===== config.mk =====
export PLATFORM = sky130hd
export DESIGN_NAME = fir_filter
export DESIGN_NICKNAME = d
export VERILOG_FILES = /design/src/rtl/fir_pkg.sv /design/src/rtl/fir_sample_counter.sv /design/src/rtl/fir_filter.sv
export SDC_FILE = /design/constraint.sdc
export NUM_CORES = 1
export LEC_CHECK = 0
export ABC_AREA = 1
export BUFFER_PORTS_ARGS = -buffer_cell sky130_fd_sc_hd__clkbuf_2
export CAP_MARGIN = 30
export CORE_MARGIN = 2
export CORE_UTILIZATION = 51
export CTS_CLUSTER_DIAMETER = 100
export CTS_CLUSTER_SIZE = 28
export DETAILED_ROUTE_END_ITERATION = 10
export GPL_TIMING_DRIVEN = 0
export PLACE_DENSITY_LB_ADDON = 0.05
export RECOVER_POWER = 100
export SYNTH_ARGS = -nofsm -noshare
export SYNTH_HDL_FRONTEND = slang
export SYNTH_SLANG_ARGS = --single-unit

===== constraint.sdc =====
create_clock -name clk -period 8.6 [get_ports clk]
set_input_delay 1.29 -clock clk [delete_from_list [all_inputs] [get_ports clk]]
set_output_delay 1.29 -clock clk [all_outputs]
set_load 0.05 [all_outputs]

===== src/rtl/fir_pkg.sv =====
// fir_pkg: shared sizes and FSM state type for the 4-tap FIR filter
package fir_pkg;
  localparam int NUM_TAPS = 4;
  localparam int DATA_W = 16;
  localparam int SAMPLE_BLOCK = 1000;
  localparam int IDX_W = $clog2(NUM_TAPS);
  localparam int PROD_W = DATA_W + 1;
  localparam int ACC_W = PROD_W + IDX_W;
  localparam int CNT_W = $clog2(SAMPLE_BLOCK);
  // MAC states sit at 4..7 so their low two bits select the tap
  typedef enum logic [2:0] {IDLE, LOAD, STORE, OUT, MAC0, MAC1, MAC2, MAC3} state_t;
endpackage


===== src/rtl/fir_sample_counter.sv =====
// fir_sample_counter: counts written results, wraps at SAMPLE_BLOCK and pulses on the wrapping result
module fir_sample_counter
  import fir_pkg::*;
(
  input  logic clk,
  input  logic rst,
  input  logic en,
  output logic tick
);
  logic [CNT_W-1:0] count;
  assign tick = en && count == CNT_W'(SAMPLE_BLOCK - 1);
  always_ff @(posedge clk) begin
    if (rst) count <= '0;
    else if (en) count <= tick ? '0 : count + 1'b1;
  end
endmodule


===== src/rtl/fir_filter.sv =====
// fir_filter: 4-tap Q1.15 FIR with serial coefficient load and one-tap-per-cycle MAC.
// Define FIR_SATURATE_EN to clamp overflowing results to 0xFFFF instead of wrapping.
module fir_filter
  import fir_pkg::*;
(
  input  logic              clk,
  input  logic              n_rst,
  input  logic [DATA_W-1:0] sample_data,
  input  logic [DATA_W-1:0] fir_coefficient,
  input  logic              load_coeff,
  input  logic              data_ready,
  output logic              one_k_samples,
  output logic              modwait,
  output logic [DATA_W-1:0] fir_out,
  output logic              err
);
  state_t state, next_state;
  logic load_q, ready_q, fin, load_rise, ready_rise, write, ovf;
  logic [IDX_W-1:0] idx, tap;
  logic [DATA_W-1:0] sample_q, result;
  logic [NUM_TAPS-1:0][DATA_W-1:0] coef, hist;
  logic [2*DATA_W-1:0] full_prod;
  logic [PROD_W-1:0] prod;
  logic [ACC_W-1:0] acc;
  assign load_rise = load_coeff & ~load_q;
  assign ready_rise = data_ready & ~ready_q;
  assign modwait = state != IDLE;
  assign write = state == OUT && fin;
  assign tap = state[IDX_W-1:0];
  assign full_prod = (2*DATA_W)'(hist[tap]) * (2*DATA_W)'(coef[tap]);
  assign ovf = |acc[ACC_W-1:DATA_W];
`ifdef FIR_SATURATE_EN
  assign result = ovf ? '1 : acc[DATA_W-1:0];
`else
  assign result = acc[DATA_W-1:0];
`endif
  always_comb begin
    next_state = state;
    case (state)
      IDLE:    next_state = load_rise ? LOAD : ready_rise ? STORE : IDLE;
      LOAD:    next_state = IDLE;
      STORE:   next_state = MAC0;
      MAC0:    next_state = MAC1;
      MAC1:    next_state = MAC2;
      MAC2:    next_state = MAC3;
      MAC3:    next_state = OUT;
      OUT:     next_state = fin ? IDLE : OUT;
      default: next_state = IDLE;
    endcase
  end
  // Products are registered, so each MAC cycle adds the previous tap; OUT spends one cycle adding the last tap and one writing
  always_ff @(posedge clk) begin
    if (n_rst) begin
      state <= IDLE;
      load_q <= 1'b0;
      ready_q <= 1'b0;
      fin <= 1'b0;
      idx <= '0;
      sample_q <= '0;
      coef <= '0;
      hist <= '0;
      prod <= '0;
      acc <= '0;
      fir_out <= '0;
      err <= 1'b0;
    end else begin
      state <= next_state;
      load_q <= load_coeff;
      ready_q <= data_ready;
      if (state == IDLE && load_rise) begin
        coef[idx] <= fir_coefficient;
        idx <= idx + 1'b1;
      end
      if (state == IDLE && !load_rise && ready_rise) sample_q <= sample_data;
      if (state == STORE) begin
        hist <= {hist[NUM_TAPS-2:0], sample_q};
        prod <= '0;
        acc <= '0;
      end
      if (state inside {MAC0, MAC1, MAC2, MAC3}) begin
        prod <= PROD_W'(full_prod >> (DATA_W - 1));
        acc <= acc + ACC_W'(prod);
      end
      if (state == OUT) begin
        fin <= ~fin;
        if (!fin) acc <= acc + ACC_W'(prod);
      end
      if (write) begin
        fir_out <= result;
        err <= ovf;
      end
    end
  end
  fir_sample_counter u_count (
    .clk (clk),
    .rst (n_rst),
    .en  (write),
    .tick(one_k_samples)
  );
endmodule


# After elaboration in Yosys (flattened, before gate mapping)

Index checks and enable logic that the tools add are counted.

Order comparisons: 3
Divide/modulo/power cells: 0
Multiplexer cells: 18
Multipliers: 1
Shift operators: 0
Bitwise gates (word level): 5
Equality and inequality tests: 8
$add $sub $neg: 3
Reduce and logical (&&, ||, !) cells: 12

Operators by type and width:

| operator              | count |
|---|---|
| $mux 19               | 4 |
| $bmux 16 s2           | 2 |
| $bwmux 64             | 1 |
| $mux 16               | 3 |
| $mux 17               | 2 |
| $demux 16 s2          | 1 |
| $mul 16x16->32        | 1 |
| $pmux 3 s8            | 1 |
| $add 19x17->19        | 1 |
| $eq 3x3->1 const B    | 4 |
| $add 10x1->10 const B | 1 |
| $eq 10x10->1 const B  | 1 |
| $mux 10               | 1 |
| $eq 3x2->1 const B    | 2 |
| $logic_and 1x1->1     | 6 |
| $lt 2x3->1 const B    | 2 |
| $mux 2                | 3 |
| $reduce_bool 4->1     | 1 |
| $eq 3x1->1 const B    | 1 |
| $logic_not 3->1       | 1 |
| $not 1->1             | 3 |
| $reduce_bool 3->1     | 1 |
| $reduce_or 3->1       | 1 |
| $add 2x1->2 const B   | 1 |
| other kinds (4)       | 5 |

Bits of input ports: 36
Memories: 0
Logic and storage cells: 69
Memory bits (writable): 0
Bits in read-only memories: 0
Register bits after elaboration: 215
Bits in latches: 0

# Longest topological paths before layout

Word-level depth: 5
Gate-level depth with buffers: 34
Depth with buffers taken out: 30

# Hierarchy

From an unflattened synthesis, not the netlist that was laid out.

Cell total of the unflattened synthesis: 2370
Area total of the unflattened synthesis: 17854.6 um^2

Modules (own cells, without submodules):

| module             | seq. area each (um^2) | cells each | area each (um^2) | times used |
|---|---|---|---|---|
| fir_filter         | 4103.9                | 2298       | 17309.1          | 1 |
| fir_sample_counter | 200.2                 | 72         | 545.5            | 1 |

# Worst setup path before layout

No wires, ideal clock.

Path type: register to register
Start point: register state[1]
End point: register prod[16]
Cell stages (with the launch flop): 29
Path buffers: 3
Required time: 8.468 ns
Clock period less this slack: 6.163 ns
Arrival time: 6.031 ns
Setup slack: 2.437 ns
Cell sequence: dfxtp_1 > buf_6 > inv_4 > nand2_1 > buf_4 > buf_4 > o22ai_1 > a21oi_1 > o21a_1 > clkinv_1 > nand2_1 > fa_1 > fa_1 > inv_1 > fa_1 > fa_1 > fa_1 > inv_1 > fa_1 > inv_1 > ha_1 > a21oi_1 > o21ai_0 > a21boi_0 > nor2_1 > a211oi_1 > nand3_1 > nand3_1 > a21oi_1

Longest elaborated chain between the ends: 4

Ends and longest elaborated chain:

| item                          | RTL line         | RTL |
|---|---|---|
| start: declaration            | fir_filter.sv:17 | `state_t state, next_state;` |
| start signal: assignment      | fir_filter.sv:67 | `state <= next_state;` |
| $bmux 16 s2                   | fir_filter.sv:30 | `assign full_prod = (2*DATA_W)'(hist[tap]) * (2*DATA_W)'(coef[tap]);` |
| $mux 16 (implied by the code) | fir_filter.sv:30 |  |
| $mul 16x16->32                | fir_filter.sv:30 |  |
| $mux 17                       | fir_filter.sv:80 | `if (state inside {MAC0, MAC1, MAC2, MAC3}) begin` |
| end signal: assignment        | fir_filter.sv:81 | `prod <= PROD_W'(full_prod >> (DATA_W - 1));` |
| end: declaration              | fir_filter.sv:23 | `logic [PROD_W-1:0] prod;` |

Several ways; a longest one is shown, not always the timed one. The select of a mux whose other input is x is not followed.
A chain may end at the register's enable or synchronous reset.

# Worst setup path in the final report

Ends and elaborated chain as after synthesis.

==> metrics.txt <==
drt wl/cell=18.2 microns; initial antenna violation count=0; Post-route DRC=0; VDD IR-drop max=0.135 mV; Rows=68; All-Layer GR Usage=29.4%; Post-CTS Hold Fix Bufs=0; Via density=around 5.5; worst-path maximum fanout=10; Worst-Margin Slew=~1100 ps; vias in the first global route=15500; CP endpoint=prod[16]; layout cells sized above 1=3.85%; CTS clk-pin slew, worst paths=approximately 110 ps; CTS tree=done; CP startpoint=state[1]; grt total ovfl=0; Routed WL=~52000 microns; Power per Cell Area=124 nW/um^2; CTS Buf Count=11; minimum clock period=7960 ps; Clock Sink Count=215; Max Slew Vio Count=0; Layout Cells excl Fill=around 2900; RSZ-0062 raised after global routing=no; mapped cell area=17800 sq um; Max Fclk=0.126 GHz; worst reg-to-reg path cell count=26; # resized after CTS=0; commonest non-fill, non-tap cell in the layout=inv_1; cells after synthesis=roughly 2400; Top FF cell, synth=dfxtp_1; reg-to-reg slack, setup=640 ps; post-DP HPWL=42700 microns; RR Endpoint=prod[16]; Cell variety after synth=50; RePlAce Congestion=roughly 0.96; Worst Skew=14.4 ps; status=finished, final reports clean; Buffers on Ports=53; most frequent cells in the layout=inv_1 (410), nand2_1 (393), nor2_1 (249), a21oi_1 (249), dfxtp_1 (215); Tightest Hold Check Type=reg2reg; Net Count, Synth=between 2000 and 3000; power consumption=2.34 mW; Max-Cap Viols=0; first-pass GRT wire length=83900 microns; Placed Instances=around 2900; Async SR Flop Fraction=0%; post-synthesis sequential area ratio=24.1%; yosys warns=0; Die W=between 150 and 200 microns; setup TNS=0 ps; postcts setup bufs=0; flip-flop and latch count after synthesis=approximately 220; Post-synth EDFFs=0; diodes inserted=0; H-tree levels=1; I/O Pins=55; Lkg Pwr=8.61 nW; Slew HR=24.5%; area growth from synthesis to layout=5.91%; fin nets=2769; ratio of final minimum period to clock period=92.5%; CTS root buffer=clkbuf_16; post-route ant nets=0; core area=roughly 34000 sq um; Worst Setup End Kind=flip-flop; clock latency at the later pin of the worst-skew pair=470 ps; clock buffer depth=3; RR Startpoint=state[1]; Die ar.=36500 sq um; CP startpoint kind=flip-flop; largest net degree at the start of global routing=29; Final setup violation count=0; First-pass DRT Iterations=6; Worst Path Arrival=8300 ps; final hold vios=0; vias=15700; Worst EP required=8940 ps; WS Path Type=reg2reg; Die Height=around 190 microns; initial drt markers=1013; hold_ws=460 ps; mean post-synth cell area=7.59 sq um; Starting Density=between 50 and 60%
==> how the worst min path moves through the flow <==
| stage | slack, ps | depth (start not counted) | from | endpoint |
|---|---|---|---|---|
| after floorplan | 430 | 1 | u_count.count[9] | u_count.count[9] |
| after global placement | 440 | 2 | coef[28] | coef[28] |
| after detailed placement | 440 | 1 | u_count.count[9] | u_count.count[9] |
| after CTS | 460 | 1 | u_count.count[9] | u_count.count[9] |
| after global routing | 480 | 2 | coef[27] | coef[27] |
| final | 460 | 1 | u_count.count[9] | u_count.count[9] |
==> synthesized netlist by cell type, types with 6 or more instances <==
master | n | area share [%]
nand2_2 | 6 | 0.21
nor2_1 | 247 | 5.2
o21a_1 | 34 | 1.4
fa_1 | 194 | 22
nand4_1 | 8 | 0.28
nand3_1 | 64 | 1.8
nor2_4 | 8 | 0.51
a21oi_1 | 249 | 7.0
ha_1 | 123 | 8.6
o21ai_0 | 181 | 5.1
clkinv_1 | 12 | 0.25
dfxtp_1 | 215 | 24
inv_2 | 9 | 0.19
buf_2 | 18 | 0.51
inv_1 | 404 | 8.5
nand3b_1 | 7 | 0.29
o22ai_1 | 30 | 1.1
nor3_1 | 12 | 0.34
a21o_1 | 6 | 0.25
clkbuf_1 | 66 | 1.4
nand2_1 | 391 | 8.2
a31oi_1 | 12 | 0.42
==> registers in the layout, summed over array words and instances, names as in the netlist, 2 cells and up <==
register and flops:
sample_q 16, state 3, hist 64, acc 19, prod 17, u_count.count 10, idx 2, fir_out 16
coef 64
==> routing by layer <==
metal,wire length [microns],vias up,part of all wire (%),global-route usage [%]
li1,-,7544,-,-
met1,23400,7530,45,41.5
met2,23400,549,45,46.8
met3,3940,80,7.5,5.01
met4,1440,0,2.8,7.51
met5,0,-,0,0
==> per-stage QoR <==
| step | utilization (%) | instance area (sq um) | setup slack (ps) |
|---|---|---|---|
| after global routing | 54.8 | 18900 | 271 |
| after detailed placement | 54.2 | 18700 | 924 |
| after floorplan | - | 17800 | 2440 |
| final | 54.8 | 18900 | 642 |
| after CTS | 55.1 | 19000 | 916 |
| after global placement | 54.2 | 18700 | 977 |
==> power breakdown <==
part / internal (mW) / switching (mW) / total (mW) / leakage [nW]
clock: 0.265 / 0.325 / 0.590 / 0.150
combinational: 0.183 / 0.485 / 0.668 / 6.72
sequential: 1.05 / 0.0270 / 1.08 / 1.74
==> critical path: stages, from the launching register on <==
cell,delay [ps]
dfxtp_1,320
buf_6,140
nand2_1,450
inv_4,140
clkbuf_1,320
a21oi_1,290
o21a_1,570
clkinv_1,510
nand2_1,210
fa_1,420
inv_1,90
fa_1,410
fa_1,510
fa_1,420
fa_1,490
inv_1,50
fa_1,590
inv_1,70
ha_1,350
a21oi_1,240
o21ai_0,150
a21boi_0,390
nor2_1,80
a211oi_1,260
nand3_1,130
nand3_1,140
a21oi_1,70
==> area by class of cell <==
class                      instances  area, sq um
timing repair buffer              53          241
fill                            3396        15600
clock inverter                     2         37.5
buffer                            92          392
multi-input combinational       1616        11500
tap                              455          569
inverter                         427         1610
sequential                       215         4300
clock buffer                      11          275
==> kinds of logic after synthesis <==
family / count (synthesis) / share of synthesized area [%]
fa+ha+maj: 317 / 30.4
simple gates: 765 / 17.9
flops: 215 / 24.1
xor+xnor: 6 / 0.295
compound gates: 528 / 16.0
buf+inv: 519 / 11.3
(Power assumes the default switching activity.)
